<file path="src/rtl/riscv_instr_bus_arbiter.sv">
// Round-robin arbiter sharing one OBI instruction-memory port between two requesters.
// Optional response tag passthrough is enabled with `define IBUS_ARB_RTAG_EN.
module riscv_instr_bus_arbiter #(
  parameter int unsigned MAX_OUTSTANDING = 2,
  parameter int unsigned RDATA_WIDTH     = 32
) (
  input  logic                   clk,
  input  logic                   rst_n,
  input  logic                   req0_i,
  input  logic [31:0]            addr0_i,
  input  logic                   req1_i,
  input  logic [31:0]            addr1_i,
  output logic                   gnt0_o,
  output logic                   gnt1_o,
  output logic                   rvalid0_o,
  output logic                   rvalid1_o,
  output logic [RDATA_WIDTH-1:0] rdata_o,
  output logic                   err_o,
  output logic                   mem_req_o,
  output logic [31:0]            mem_addr_o,
  input  logic                   mem_gnt_i,
  input  logic                   mem_rvalid_i,
  input  logic [RDATA_WIDTH-1:0] mem_rdata_i,
  input  logic                   mem_err_pmp_i,
  output logic                   busy_o,
  output logic                   proto_err_o
`ifdef IBUS_ARB_RTAG_EN
  ,
  input  logic [3:0]             mem_rtag_i,
  output logic [3:0]             rtag_o
`endif
);

  localparam int unsigned PtrW = (MAX_OUTSTANDING > 1) ? $clog2(MAX_OUTSTANDING) : 1;
  localparam int unsigned CntW = $clog2(MAX_OUTSTANDING + 1);

  typedef enum logic [0:0] {ArbIdle, ArbHold} state_e;

  state_e                     state_q, state_d;
  logic                       last_q, last_d;
  logic                       sel_q, sel_d;
  logic                       sel, req_sel;
  logic                       push, pop, not_full, head;
  logic [MAX_OUTSTANDING-1:0] ids_q;
  logic [PtrW-1:0]            wr_ptr_q, rd_ptr_q;
  logic [CntW-1:0]            cnt_q;
  logic                       proto_err_q;

  function automatic logic [PtrW-1:0] next_ptr(input logic [PtrW-1:0] ptr);
    return (ptr == PtrW'(MAX_OUTSTANDING - 1)) ? '0 : ptr + PtrW'(1);
  endfunction

  assign not_full = (cnt_q < CntW'(MAX_OUTSTANDING));
  assign pop      = mem_rvalid_i && (cnt_q != '0);
  assign head     = ids_q[rd_ptr_q];

  always_comb begin
    state_d   = state_q;
    last_d    = last_q;
    sel_d     = sel_q;
    sel       = sel_q;
    req_sel   = 1'b0;
    mem_req_o = 1'b0;
    push      = 1'b0;
    unique case (state_q)
      ArbIdle: begin
        // Tie goes to the requester that did not win last.
        sel = (req0_i && req1_i) ? ~last_q : req1_i;
        if ((req0_i || req1_i) && not_full) begin
          mem_req_o = 1'b1;
          if (mem_gnt_i) begin
            push   = 1'b1;
            last_d = sel;
          end else begin
            sel_d   = sel;
            state_d = ArbHold;
          end
        end
      end
      ArbHold: begin
        req_sel = sel_q ? req1_i : req0_i;
        if (!req_sel) begin
          state_d = ArbIdle;
        end else if (not_full) begin
          mem_req_o = 1'b1;
          if (mem_gnt_i) begin
            push    = 1'b1;
            last_d  = sel_q;
            state_d = ArbIdle;
          end
        end
      end
      default: state_d = ArbIdle;
    endcase
  end

  assign mem_addr_o  = mem_req_o ? (sel ? addr1_i : addr0_i) : '0;
  assign gnt0_o      = push && !sel;
  assign gnt1_o      = push && sel;
  assign rvalid0_o   = pop && !head;
  assign rvalid1_o   = pop && head;
  assign rdata_o     = pop ? mem_rdata_i : '0;
  assign err_o       = pop && mem_err_pmp_i;
  assign busy_o      = (cnt_q != '0) || mem_req_o;
  assign proto_err_o = proto_err_q;
`ifdef IBUS_ARB_RTAG_EN
  assign rtag_o      = pop ? mem_rtag_i : 4'h0;
`endif

  always_ff @(posedge clk or negedge rst_n) begin
    if (!rst_n) begin
      state_q     <= ArbIdle;
      last_q      <= 1'b1;
      sel_q       <= 1'b0;
      ids_q       <= '0;
      wr_ptr_q    <= '0;
      rd_ptr_q    <= '0;
      cnt_q       <= '0;
      proto_err_q <= 1'b0;
    end else begin
      state_q <= state_d;
      last_q  <= last_d;
      sel_q   <= sel_d;
      if (push) begin
        ids_q[wr_ptr_q] <= sel;
        wr_ptr_q        <= next_ptr(wr_ptr_q);
      end
      if (pop) begin
        rd_ptr_q <= next_ptr(rd_ptr_q);
      end
      unique case ({push, pop})
        2'b10:   cnt_q <= cnt_q + CntW'(1);
        2'b01:   cnt_q <= cnt_q - CntW'(1);
        default: cnt_q <= cnt_q;
      endcase
      if (mem_rvalid_i && (cnt_q == '0)) begin
        proto_err_q <= 1'b1;
      end
    end
  end

endmodule

</file>
<file path="config.mk">
export PLATFORM = sky130hd
export DESIGN_NAME = riscv_instr_bus_arbiter
export DESIGN_NICKNAME = d
export VERILOG_FILES = /design/src/rtl/riscv_instr_bus_arbiter.sv
export SDC_FILE = /design/constraint.sdc
export NUM_CORES = 1
export LEC_CHECK = 0
export ABC_AREA = 1
export ABC_CLOCK_PERIOD_IN_PS = 5900
export CAP_MARGIN = 20
export CORE_UTILIZATION = 30
export DETAILED_ROUTE_END_ITERATION = 7
export GPL_ROUTABILITY_DRIVEN = 1
export PLACE_DENSITY_LB_ADDON = 0.3
export RECOVER_POWER = 25
export SETUP_SLACK_MARGIN = 0.05
export SYNTH_ARGS = -nofsm -noshare
export SYNTH_HDL_FRONTEND = slang
export SYNTH_SLANG_ARGS = --single-unit
</file>
<file path="constraint.sdc">
create_clock -name clk -period 5.9 [get_ports clk]
set_clock_uncertainty 0.2 [all_clocks]
set_input_delay 0.59 -clock clk [delete_from_list [all_inputs] [get_ports clk]]
set_output_delay 0.59 -clock clk [all_outputs]
set_load 0.03 [all_outputs]
</file>
### Word level (Yosys, flattened, before mapping)

Cells that the tools add are included.

* bitwise operators: 3
* div/mod/pow operators: 0
* $add $sub $neg: 4
* reduce and logical (&&, ||, !) cells: 19
* multipliers: 0
* shift-type cells: 0
* eq/ne operators: 7
* multiplexer cells: 34
* magnitude comparators: 4

Operators by type and width (number)
* 32-bit two-way mux: 3
* 1-bit two-way mux: 24
* 1-bit logical AND: 10
* 1-bit case mux with 2 select lines: 4
* 2-bit != test (second input constant): 3
* 5-bit AND reduction: 1
* 1-bit by 2-bit less-than comparator with 1-bit output (second input constant): 2
* 2-bit by 1-bit != test with 1-bit output (second input constant): 2
* 2-bit case mux with 2 select lines: 1
* 2-bit nonzero test: 2
* 1-bit inverter: 3
* 3-bit AND reduction: 1
* 1-bit adder (second input constant): 2
* 2-bit by 1-bit adder with 2-bit output (second input constant): 1
* 2-bit bitwise mux: 1
* 2-bit by 1-bit == test with 1-bit output (second input constant): 1
* 2-bit == test (second input constant): 1
* 1-bit zero test: 2
* 2-bit zero test: 1
* 1-bit logical OR: 2
* 2-bit less-than comparator (second input constant): 1
* 2-bit by 1-bit subtractor with 2-bit output (second input constant): 1
* 1-bit demux with 1-bit select: 1
* 1-bit >= comparator (second input constant): 1

* ROM bits: 0
* bits in latches: 0
* flip-flop bits (word level): 10
* input port bits: 103
* logic and storage cells: 79
* memories kept: 0
* output and inout port bits: 72
* RAM bits: 0

### Logic depth before layout (Yosys ltp)

* depth after elaboration: 6
* gate-level depth with buffers: 10
* gate-level depth less buffers: 10

### Least setup slack after synthesis

No wires, ideal clock.

* path kind: input to output
* from: input req1_i
* to: output mem_addr_o[15]
* path buffers: 1
* path slack: 3.683 ns
* arrival: 1.427 ns
* required time: 5.110 ns
* cell stages on the path: 7
* path through: nand2_1 > nand2_2 > nand2_2 > o21ai_4 > buf_6 > nand2_1 > inv_1

* longest elaborated chain between the ends: 5
* elaborated cells on any way between the ends: 11
* classes of those cells: mux (8); reduce/logical (3)

Ends and longest elaborated chain
* from (decl): line 11 `input logic req1_i,`
* 1-bit logical OR: line 69 `if ((req0_i || req1_i) && not_full) begin`
* 1-bit logical AND: line 69
* 1-bit two-way mux: line 69
* 1-bit case mux with 2 select lines *: line 65 `unique case (state_q)`
* named net mem_req_o: line 19 `output logic mem_req_o,`
* 32-bit two-way mux *: line 97 `assign mem_addr_o = mem_req_o ? (sel ? addr1_i : addr0_i) : '0;`
* to (decl): line 20 `output logic [31:0] mem_addr_o,`

Mark *: on every way through the listed nets, which the timed path passes. The rest lies on a longest branch.

### Worst setup path after layout

* from: input req1_i
* to: output mem_addr_o[22]

* longest elaborated chain between the ends: 5
* elaborated cells on any way between the ends: 11
* classes of those cells: mux (8); reduce/logical (3)

Ends and longest elaborated chain (line)
* 1-bit logical OR / 1-bit logical AND (equally long branches): 69, 68
* 1-bit logical AND / 1-bit two-way mux (equally long branches): 69, 68
* 1-bit two-way mux (on tied branches): 69, 65
* 1-bit case mux with 2 select lines / 32-bit two-way mux (equally long branches): 65, 97
* 32-bit two-way mux *: 97

Every way passes the cells marked *; elsewhere a longest branch is shown, timed or not.

==> out/metrics.cfg <==
[status]
status = complete, but fails checks
violations = capacitance limit, slew limit

[cells_and_area]
areaGrowthSynthToFinish_pct = 119
fin_util_pct = 68.9
antenna_cells = 0
final_common_cell = clkdlybuf4s50_1
layout_common_cells = clkdlybuf4s50_1 (168), nand2_1 (142), inv_1 (74)
final_net_count = 579
drive_gt1_share_pct = 4.01

[clock_tree]
cts_tree = built
ctsHoldBuffers = 0
cts_resized = 0
clkSinkCount = 10
cts_buffers = 3
clk_latency_ns = 0.23
cts_setup_buffers = 0
clockBufferDepth = 2
cts-htree-levels = 1
cts_root_buffer = clkbuf_8
clk_pin_slew_ns = 0.05

[timing]
relSlewSlack_pct = -1.54
tightest_slew_ns = 1.51
setup_tns_ns = 0
period_minus_slack_ns = 3.82
period_share_pct = 64.8
setup_viol = 0
slew_violations = 16
grt_setup_unrepaired = no
setup_slack_ns = 2.08
hold_viol = 0
clock.fmax_ghz = 0.262

[yosys]
syn-num-nets = 411
ys_seq_elements = 10
yosysSeqAreaShare_pct = 16.7
netlist_area_um2 = 1500
synthCells = 307
yosysTopAreaCell = nand2_1
synth_cell_types = 24
avgSynthCellArea_um2 = 4.90
ys_async_sr_fraction_pct = 100
synth_edf_count = 0
synth.top_cell.area_share_pct = 35.2
yosys_most_used_dff = dfrtp_1
yosys_warnings = 0
ys_top_cells_by_area = nand2_1 (35%), inv_1 (18%), dfrtp_1 (15%), nor2_1 (9.5%), nand2_2 (2.5%)

[global_route]
grt_first_pass_wirelength_um = 9220
grt_pass1_vias = 2019
grt_max_degree = 38
track_usage_pct = 21.7
antenna_found_initial = 0
overflow = 0

[critical_path]
worstPathCellList = dlygate4sd3_1, nand2_1, nand2_2, nand2_2, o21ai_4, nand2_1, inv_1, clkdlybuf4s50_1
path_class = input pin to primary output
path_buf_inv = 3
cp_max_fo = 33
crit_start = req1_i
slowest_stage = o21ai_4
start_kind = input pin
crit_arrival_ns = 3.03
crit_required_ns = 5.11
slowest_delay_ns = 0.68
r2r-start = cnt_q[1]$_DFFE_PN0P_
crit_family = buffers and inverters
end_kind = primary output

[detailed_routing]
routed_wl_um = 5870
routed-via-count = 2219
dr.pass1.iters = 4
ant_nets = 0
first_iter_violations = 94
wl_per_cell_um = 10.8
drc = 0
vias_per_cell = 4.10

[pwr]
leakage_uw = 0.00184
ir_drop_mv = 0.262
pwr_density_cell_nw_per_um2 = 385

[placement]
portBuffers = 174
gp_congestion = 0.793
place_ws_ns = 2.15
hpwl_um = 4810

[floorplan]
die_w_um = 72.8
dieHeight_um = 72.8
start_util_pct = 31.4
pin_count = 175
num_rows = 25
coreArea_um2 = 4790
dieArea_um2 = 5300

[worst_hold_path]
hp-start = last_q$_DFFE_PN1P_
hp-class = flop to flop

[run]
drv_cap = 1

cells by family (layout without fill, tap and decap cells):
kind of cell | count (synthesis) | count (layout) | synth area share [%]
AND/OR/NAND/NOR | 195 | 195 | 51.5
buffers and inverters | 89 | 256 | 25.0
flip-flops | 10 | 10 | 16.7
AO/OA/AOI/OAI | 9 | 9 | 4.24
XOR/XNOR | 3 | 3 | 1.75
adder cells (fa/ha/maj) | 1 | 1 | 0.832
worst reg2reg max path, stage by stage (launching register included):
cell     delay [ns]
dfrtp_1        0.44
o21ai_0        1.19
inv_1          0.11
ha_1           0.36
a21oi_1        0.11
o21ai_0        0.10
xor2_1         0.15
where the power goes:
part / total (uW) / switching, uW / internal, uW
Clock: 85.0 / 26.4 / 58.6
Combinational: 1060 / 644 / 413
Sequential: 128 / 26.8 / 101
Total: 1270 / 697 / 573
metal layers:
metal / wire length (um) / GRT usage (%)
met1: 2290 / 24.1
met3: 400 / 3.59
met2: 3040 / 42.0
met4: 140 / 6.10
met5: 0 / 0
synth_stat cells, types with 2 or more instances:
cell type,number
a21oi_1,4
inv_1,74
nor2_1,38
nand2_1,141
buf_6,3
xor2_1,2
buf_4,3
nand3_1,5
dfrtp_1,9
o21ai_0,2
nand2_2,6
buf_2,6
inv_2,3
flip-flops by register name (all words and copies together) (netlist names):
name	count
wr_ptr_q	1
rd_ptr_q	1
proto_err_o	1
ids_q	2
last_q	1
cnt_q	2
state_q	1
sel_q	1
layout make-up:
class / instances / area, um2
Fill cell: 445 / 1490
Clock buffer: 4 / 55.1
Timing Repair Buffer: 175 / 1750
Tap cell: 67 / 83.8
Inverter: 77 / 289
Multi-Input combinational cell: 208 / 871
Sequential cell: 10 / 251
final timing paths:
| path | to | slack, ns | cells past startpoint |
|---|---|---|---|
| min | last_q$_DFFE_PN1P_ | 0.27 | 2 |
| max in group asynchronous | last_q$_DFFE_PN1P_ | 4.63 | 1 |
| min reg2reg | last_q$_DFFE_PN1P_ | 0.27 | 2 |
| min in group asynchronous | ids_q[1]$_DFFE_PN0P_ | 0.54 | 1 |
| max | mem_addr_o[22] | 2.08 | 8 |
| max reg2reg | cnt_q[1]$_DFFE_PN0P_ | 3.12 | 6 |
stage by stage:
| step | total power (uW) | std cells | instance area, um2 | hold slack [ns] |
|---|---|---|---|---|
| final | 1270 | 541 | 3300 | 0.265 |
| after global routing | 1380 | 541 | 3300 | 0.290 |
| after CTS | 1280 | 541 | 3310 | 0.267 |
| after detailed placement | 1190 | 537 | 3250 | 0.259 |
| after global placement | 1170 | 537 | 3250 | 0.254 |
| after floorplan | 821 | 307 | 1500 | 0.0944 |
Note: power is estimated with default switching activity, not from simulation.
